--- src/rtl/mem_arbiter.sv ---
// Fetch/data arbiter in front of a single-ported fixed-latency memory.
// Define MEM_ARB_STATS_EN to build the requester-conflict statistics counter.
module mem_arbiter #(
    parameter int LAT      = 2,
    parameter int MAX_WAIT = 4
) (
    input  logic        clk,
    input  logic        rst,
    input  logic        i_req,
    input  logic [15:0] i_addr,
    output logic [15:0] i_rdata,
    output logic        i_done,
    input  logic        d_req,
    input  logic        d_wr,
    input  logic        d_dump,
    input  logic [15:0] d_addr,
    input  logic [15:0] d_wdata,
    output logic [15:0] d_rdata,
    output logic        d_done,
    output logic        m_en,
    output logic        m_wr,
    output logic        m_dump,
    output logic [15:0] m_addr,
    output logic [15:0] m_wdata,
    input  logic [15:0] m_rdata,
    output logic        busy,
    output logic [15:0] conflict_cnt,
    output logic        err
);

    typedef enum logic [1:0] {
        IDLE   = 2'd0,
        ACCESS = 2'd1,
        DONE   = 2'd2
    } state_t;

    localparam int CW = (LAT > 1) ? $clog2(LAT) : 1;
    localparam int WW = $clog2(MAX_WAIT + 1);
    localparam logic [CW-1:0] LAT_INIT = CW'(LAT - 1);
    localparam logic [CW-1:0] LAT_ONE  = CW'(1);
    localparam logic [WW-1:0] WAIT_MAX = WW'(MAX_WAIT);
    localparam logic [WW-1:0] WAIT_ONE = WW'(1);

    state_t          state;
    state_t          state_nxt;
    logic            owner;      // 1 = data side owns the access
    logic [CW-1:0]   lat_cnt;
    logic [WW-1:0]   wait_cnt;
    logic            grant_d;
    logic            grant_i;

    // Arbitration and next-state decode
    always_comb begin
        state_nxt = state;
        grant_d   = 1'b0;
        grant_i   = 1'b0;
        case (state)
            IDLE: begin
                if (d_req && (!i_req || (wait_cnt < WAIT_MAX))) begin
                    grant_d   = 1'b1;
                    state_nxt = ACCESS;
                end else if (i_req) begin
                    grant_i   = 1'b1;
                    state_nxt = ACCESS;
                end else begin
                    state_nxt = IDLE;
                end
            end
            ACCESS: begin
                if (lat_cnt == {CW{1'b0}}) begin
                    state_nxt = DONE;
                end else begin
                    state_nxt = ACCESS;
                end
            end
            DONE:    state_nxt = IDLE;
            default: state_nxt = IDLE;
        endcase
    end

    // State register
    always_ff @(posedge clk or posedge rst) begin
        if (rst) begin
            state <= IDLE;
        end else begin
            state <= state_nxt;
        end
    end

    // Memory command, latency count, completion pulses and read data capture
    always_ff @(posedge clk or posedge rst) begin
        if (rst) begin
            owner   <= 1'b0;
            lat_cnt <= {CW{1'b0}};
            m_en    <= 1'b0;
            m_wr    <= 1'b0;
            m_dump  <= 1'b0;
            m_addr  <= 16'h0000;
            m_wdata <= 16'h0000;
            i_rdata <= 16'h0000;
            d_rdata <= 16'h0000;
            i_done  <= 1'b0;
            d_done  <= 1'b0;
            err     <= 1'b0;
        end else begin
            m_en   <= 1'b0;
            i_done <= 1'b0;
            d_done <= 1'b0;
            err    <= 1'b0;
            if (grant_d || grant_i) begin
                owner   <= grant_d;
                m_en    <= 1'b1;
                m_wr    <= grant_d & d_wr;
                m_dump  <= grant_d & d_dump;
                m_addr  <= grant_d ? d_addr : i_addr;
                m_wdata <= grant_d ? d_wdata : 16'h0000;
                lat_cnt <= LAT_INIT;
                // Unaligned address or a store that also asks for a dump
                err     <= (grant_d ? d_addr[0] : i_addr[0]) | (grant_d & d_wr & d_dump);
            end else if (state == ACCESS) begin
                if (lat_cnt == {CW{1'b0}}) begin
                    m_wr   <= 1'b0;
                    m_dump <= 1'b0;
                    if (owner) begin
                        d_done <= 1'b1;
                        if (!m_wr) begin
                            d_rdata <= m_rdata;
                        end
                    end else begin
                        i_done  <= 1'b1;
                        i_rdata <= m_rdata;
                    end
                end else begin
                    lat_cnt <= lat_cnt - LAT_ONE;
                end
            end
        end
    end

    // Fetch starvation counter: counts arbitrations fetch has lost in a row
    always_ff @(posedge clk or posedge rst) begin
        if (rst) begin
            wait_cnt <= {WW{1'b0}};
        end else if (!i_req || grant_i) begin
            wait_cnt <= {WW{1'b0}};
        end else if (grant_d && (wait_cnt < WAIT_MAX)) begin
            wait_cnt <= wait_cnt + WAIT_ONE;
        end
    end

    assign busy = (state != IDLE);

`ifdef MEM_ARB_STATS_EN
    logic [15:0] conflict_r;

    // Both sides asking means one of them is always waiting on the single port
    always_ff @(posedge clk or posedge rst) begin
        if (rst) begin
            conflict_r <= 16'h0000;
        end else if (i_req && d_req && (conflict_r != 16'hFFFF)) begin
            conflict_r <= conflict_r + 16'h0001;
        end
    end

    assign conflict_cnt = conflict_r;
`else
    assign conflict_cnt = 16'h0000;
`endif

endmodule
--- config.mk ---
export PLATFORM = sky130hd
export DESIGN_NAME = mem_arbiter
export DESIGN_NICKNAME = d
export VERILOG_FILES = /design/src/rtl/mem_arbiter.sv
export SDC_FILE = /design/constraint.sdc
export NUM_CORES = 1
export LEC_CHECK = 0
export ABC_CLOCK_PERIOD_IN_PS = 6200
export BUFFER_PORTS_ARGS = -buffer_cell sky130_fd_sc_hd__buf_2
export CORE_MARGIN = 5
export CORE_UTILIZATION = 40
export DETAILED_ROUTE_END_ITERATION = 6
export PLACE_DENSITY = 0.71
export SLEW_MARGIN = 10
export SYNTH_ARGS = -nofsm -noshare
export SYNTH_HDL_FRONTEND = slang
export SYNTH_SLANG_ARGS = --single-unit
--- constraint.sdc ---
create_clock -name clk -period 6.2 [get_ports clk]
set_input_delay 1.55 -clock clk [delete_from_list [all_inputs] [get_ports clk]]
set_output_delay 1.55 -clock clk [all_outputs]
set_load 0.01 [all_outputs]
### Word level (Yosys, flattened, before mapping)

Index checks and enable logic that the tools add are counted.

| storage, ports and cells | value |
|---|---|
| flip-flop bits (word level) | 77 |
| bits of input ports | 70 |
| output and inout port bits | 87 |
| word-level logic and storage cells | 71 |

| operators by class | value |
|---|---|
| $add $sub $neg | 2 |
| order comparisons | 1 |
| equal/unequal tests | 2 |
| mux-type cells | 31 |
| bitwise gates (word level) | 8 |
| reduce and logical (&&, ||, !) cells | 13 |

Operator list:

| cell | number |
|---|---|
| 16-bit two-way mux | 2 |
| 1-bit two-way mux | 25 |
| 3-bit two-way mux | 2 |
| 2-bit nonzero test | 3 |
| 5-bit AND reduction | 1 |
| 1-bit NOT | 4 |
| 2-bit case mux with 2 select lines | 1 |
| 4-bit AND reduction | 1 |
| 3-bit by 1-bit adder with 3-bit output, second input constant | 1 |
| 1-bit bitwise AND | 3 |
| 1-bit logical OR | 3 |
| 3-bit less-than comparator, second input constant | 1 |
| 2-bit by 1-bit equality test with 1-bit output, second input constant | 1 |
| 1-bit logical AND | 2 |
| 2-bit logical NOT | 1 |
| 2-bit two-way mux | 1 |
| 2-bit by 1-bit inequality test with 1-bit output, second input constant | 1 |
| 2-bit AND reduction | 1 |
| 1-bit logical NOT | 1 |
| 1-bit bitwise OR | 1 |
| 1-bit subtractor, second input constant | 1 |

### Logic depth before layout (Yosys ltp)

| logic depth | value |
|---|---|
| depth after elaboration | 9 |
| mapped depth | 6 |
| depth with buffers taken out | 4 |

### Least setup slack after synthesis

OpenSTA, ideal clock, no wires.

| timing | value |
|---|---|
| path kind | in2reg |
| from | input port d_req |
| to | register m_wdata[0] |
| setup time | 0.065 ns |
| data arrival time | 2.576 ns |
| required time | 6.135 ns |
| slack | 3.559 ns |
| stages | 5 |
| path buffers | 2 |
| path through | or2_2 > clkbuf_1 > nand2_1 > clkbuf_1 > a22o_1 |

| between the ends | value |
|---|---|
| word-level cells in the longest chain between the ends | 4 |
| elaborated cells between the ends (all ways) | 7 |
| classes of those cells | 5 x mux; 2 x reduce/logical |

Ends and longest elaborated chain:

| item | RTL line | RTL |
|---|---|---|
| start: declaration | 13 | `input logic d_req,` |
| 1-bit logical AND * | 59 | `if (d_req && (!i_req \|\| (wait_cnt < WAIT_MAX))) begin` |
| 1-bit two-way mux | 59 |  |
| 1-bit two-way mux | 57 | `case (state)` |
| 16-bit two-way mux or 1-bit logical OR (tied branches) | 116, 110 |  |
| end signal: assignment | 116 | `m_wdata <= grant_d ? d_wdata : 16'h0000;` |
| end: declaration | 24 | `output logic [15:0] m_wdata,` |

Mark *: on every way between the ends. The rest lies on a longest branch, timed or not.
A chain may end at the register's enable or synchronous reset.

### Worst setup path in the final report

| timing | value |
|---|---|
| from | input port i_req |
| to | register m_addr[7] |

| between the ends | value |
|---|---|
| word-level cells in the longest chain between the ends | 6 |
| elaborated cells between the ends (all ways) | 10 |
| classes of those cells | 6 x mux; 4 x reduce/logical |

Ends and longest elaborated chain:

| item | RTL line | RTL |
|---|---|---|
| start: declaration | 9 | `input logic i_req,` |
| 1-bit logical NOT | 59 |  |
| 1-bit logical OR | 59 |  |
| 1-bit logical AND | 59 |  |
| 1-bit two-way mux | 59 |  |
| 1-bit two-way mux | 57 |  |
| 16-bit two-way mux or 1-bit logical OR (tied branches) | 115, 110 |  |
| end signal: assignment | 115 | `m_addr <= grant_d ? d_addr : i_addr;` |
| end: declaration | 23 | `output logic [15:0] m_addr,` |

Several ways; a longest one is shown, not always the timed one.

==> results_dict.tcl <==
set metrics [dict create \
    status "finished, final reports clean" \
    met3_usage_pct 4.459 \
    syn_to_final_growth_pct 27.80 \
    cts_buffer_depth 2 \
    drt-wirelength-per-cell_um 14.78 \
    layout.nets 465 \
    hold_viol 0 \
    r2r_slack_ns 4.07 \
    drt-pass1-iter-count 4 \
    drc 0 \
    netlist_area_sq_um 3159 \
    ys_seq_area_share_pct 60.99 \
    viasPerCell 4.876 \
    ys_top_cells_by_area "dfrtp_1, mux2_2, a22o_1" \
    core-area_sq_um 7727 \
    synth_edf_count 0 \
    cts_num_sinks 77 \
    n_antenna_cell 0 \
    post_cts_resized 0 \
    tns_ns 0 \
    cpLargestDelayFamily "simple AND/OR/NAND/NOR gates" \
    grt_util_met1_pct 19.85 \
    synthXorXnorAreaFrac_pct 0 \
    num_vias 2443 \
    grt_pass1_vias 2510 \
    slew_viol_final 0 \
    drive_above_1_share_pct 49.37 \
    synth-compound-area-share_pct 12.63 \
    clk_pin_slew_ns 0.08 \
    rsz0062_at_grt "no" \
    finalClockSkew_ns 0.01166 \
    max_slew_margin_pct 23.65 \
    synth_top_family_by_area "compound AO/OA/AOI/OAI gates" \
    p_total_mw 2.021 \
    drt-total-wl_um 7405 \
    synth-simple-area-share_pct 7.921 \
    die_x_um 98.87 \
    io_pins 157 \
    yosysWarningCount 0 \
    synth_ff_type "dfrtp_1" \
    htreeDepth 3 \
    ff2ff_path_depth 5 \
    die_h_um 98.87 \
    worst_pin_slew_ns 1.143 \
    cts_setup_buffers 0 \
    synth.most_common_cell "dfrtp_1" \
    reg2reg_from "state[1]" \
    syn_inst 255 \
    crit_path_start_kind "primary input" \
    cap_viol_max_count 0 \
    use_met2_pct 24.02 \
    synth_top_area_share_pct 60.99 \
    cts_tree "yes" \
    path_max_fanout 23 \
    die-area_sq_um 9775 \
    arrival_ns 3.42 \
    p_per_area_nw_per_um2 500.7 \
    gp_congestion 0.7614 \
    synthMuxAreaShare_pct 11.41 \
    postSynth.asyncResetShare_pct 100.0 \
    yosysTopAreaCell "dfrtp_1" \
    slowest_stage "nand2_1" \
    ys_ff_latch 77 \
    end_kind "flip-flop" \
    grt_use_total_pct 15.21 \
    synthAdderAreaFrac_pct 0.3960 \
    worstSkewPairLatency_ns 0.34 \
    max_stage_delay_ns 0.61 \
    cts-root-buf "clkbuf_8" \
    path_class "in2reg" \
    worst-path-stages 5 \
    postSynthAreaPerCell_sq_um 12.39 \
    r2r-end "m_addr[7]" \
    crit_end "m_addr[7]" \
    dp_hpwl_um 5491 \
    drt-initial-drc-count 68 \
    finalSetupViolCount 0 \
    cts_hold_buf 0 \
    p_leak_nw 2.082 \
    ant_nets 0 \
    top_usage_layer "met2" \
    row_count 32 \
    grt_max_degree 78 \
    startpoint "i_req" \
    path_cells "buf_2, or2_2, nand2_1, inv_1, a31oi_1" \
    finalCriticalPeriod_ns 3.167 \
    timing.fmax_mhz 315.7 \
    cp_num_buf_inv 2 \
    portBuffers 140 \
    worstHoldPathType "reg2reg" \
    cts-buffers-inserted 9 \
    period_share_pct 51.08 \
    synth_common_cells "dfrtp_1, nand2_1, mux2_2" \
    grt_overflow_total 0 \
    floorplan.initialDensity_pct 40.88 \
    antenna_found_initial 0 \
    netlist-cell-type-count 36 \
    whs_ns 0.5024 \
    peakVddDrop_uv 160.9 \
    grt_pass1_wl_um 12030 \
    worstPathRequired_ns 6.46 \
]
-- per-stage QoR --
| stage | cells | area, sq um | util (%) | worst slack [ns] |
|---|---|---|---|---|
| detailed placement | 485 | 3872 | 50.11 | 2.630 |
| global placement | 485 | 3872 | 50.11 | 2.684 |
| global route | 501 | 4038 | 52.25 | 2.827 |
| floorplan | 270 | 3216 | - | 2.683 |
| CTS | 501 | 4038 | 52.25 | 2.990 |
| finish | 501 | 4038 | 52.25 | 3.033 |
-- kinds of logic after synthesis --
kind of cell,Yosys count
AO/OA/AOI/OAI,57
adder cells (fa/ha/maj),1
buffers and inverters,34
flip-flops,77
multiplexers,32
other,1
AND/OR/NAND/NOR,53
-- state kept, by name, indices dropped and copies added (netlist names) --
signal    count
m_addr       16
m_en          1
d_done        1
err           1
i_done        1
state         2
owner         1
m_wdata      16
i_rdata      16
m_wr          1
lat_cnt       1
wait_cnt      3
m_dump        1
d_rdata      16
-- layer usage --
metal / wire length, um / up-vias
met5: 0 / -
met4: 119 / 0
met3: 645 / 12
met2: 3457 / 109
met1: 3181 / 1172
li1: - / 1150
-- worst min path at each step --
stage,endpoint,start,cells past startpoint
detailed placement,d_rdata[7],d_rdata[7],1
finish,d_rdata[2],d_rdata[2],1
global placement,d_rdata[4],d_rdata[4],1
global route,m_wdata[13],m_wdata[13],1
CTS,d_rdata[7],d_rdata[7],1
floorplan,lat_cnt,lat_cnt,2
-- cell type report --
| class | instances | area (sq um) |
|---|---|---|
| sequential | 77 | 1927 |
| clock buffer | 10 | 127.6 |
| timing repair buffer | 142 | 715.7 |
| fill | 724 | 3690 |
| multi-input combinational | 159 | 1082 |
| clock inverter | 6 | 37.54 |
| inverter | 5 | 20.02 |
| tap | 102 | 127.6 |
-- where the power goes --
group,switching [mW],internal (mW)
clock,0.175,0.145
sequential,0.124,0.741
combinational,0.440,0.398
total,0.738,1.28
-- cells in the final DEF (no fill, tap or decap), types with 3 or more instances in the layout --
cell      count
buf_2       140
dfrtp_1      77
nand2_1      37
mux2_2       32
a22o_1       16
conb_1       16
a21oi_1      15
a31oi_1      15
clkbuf_8      9
clkinv_2      5
a21boi_0      3
(Power assumes the default switching activity.)
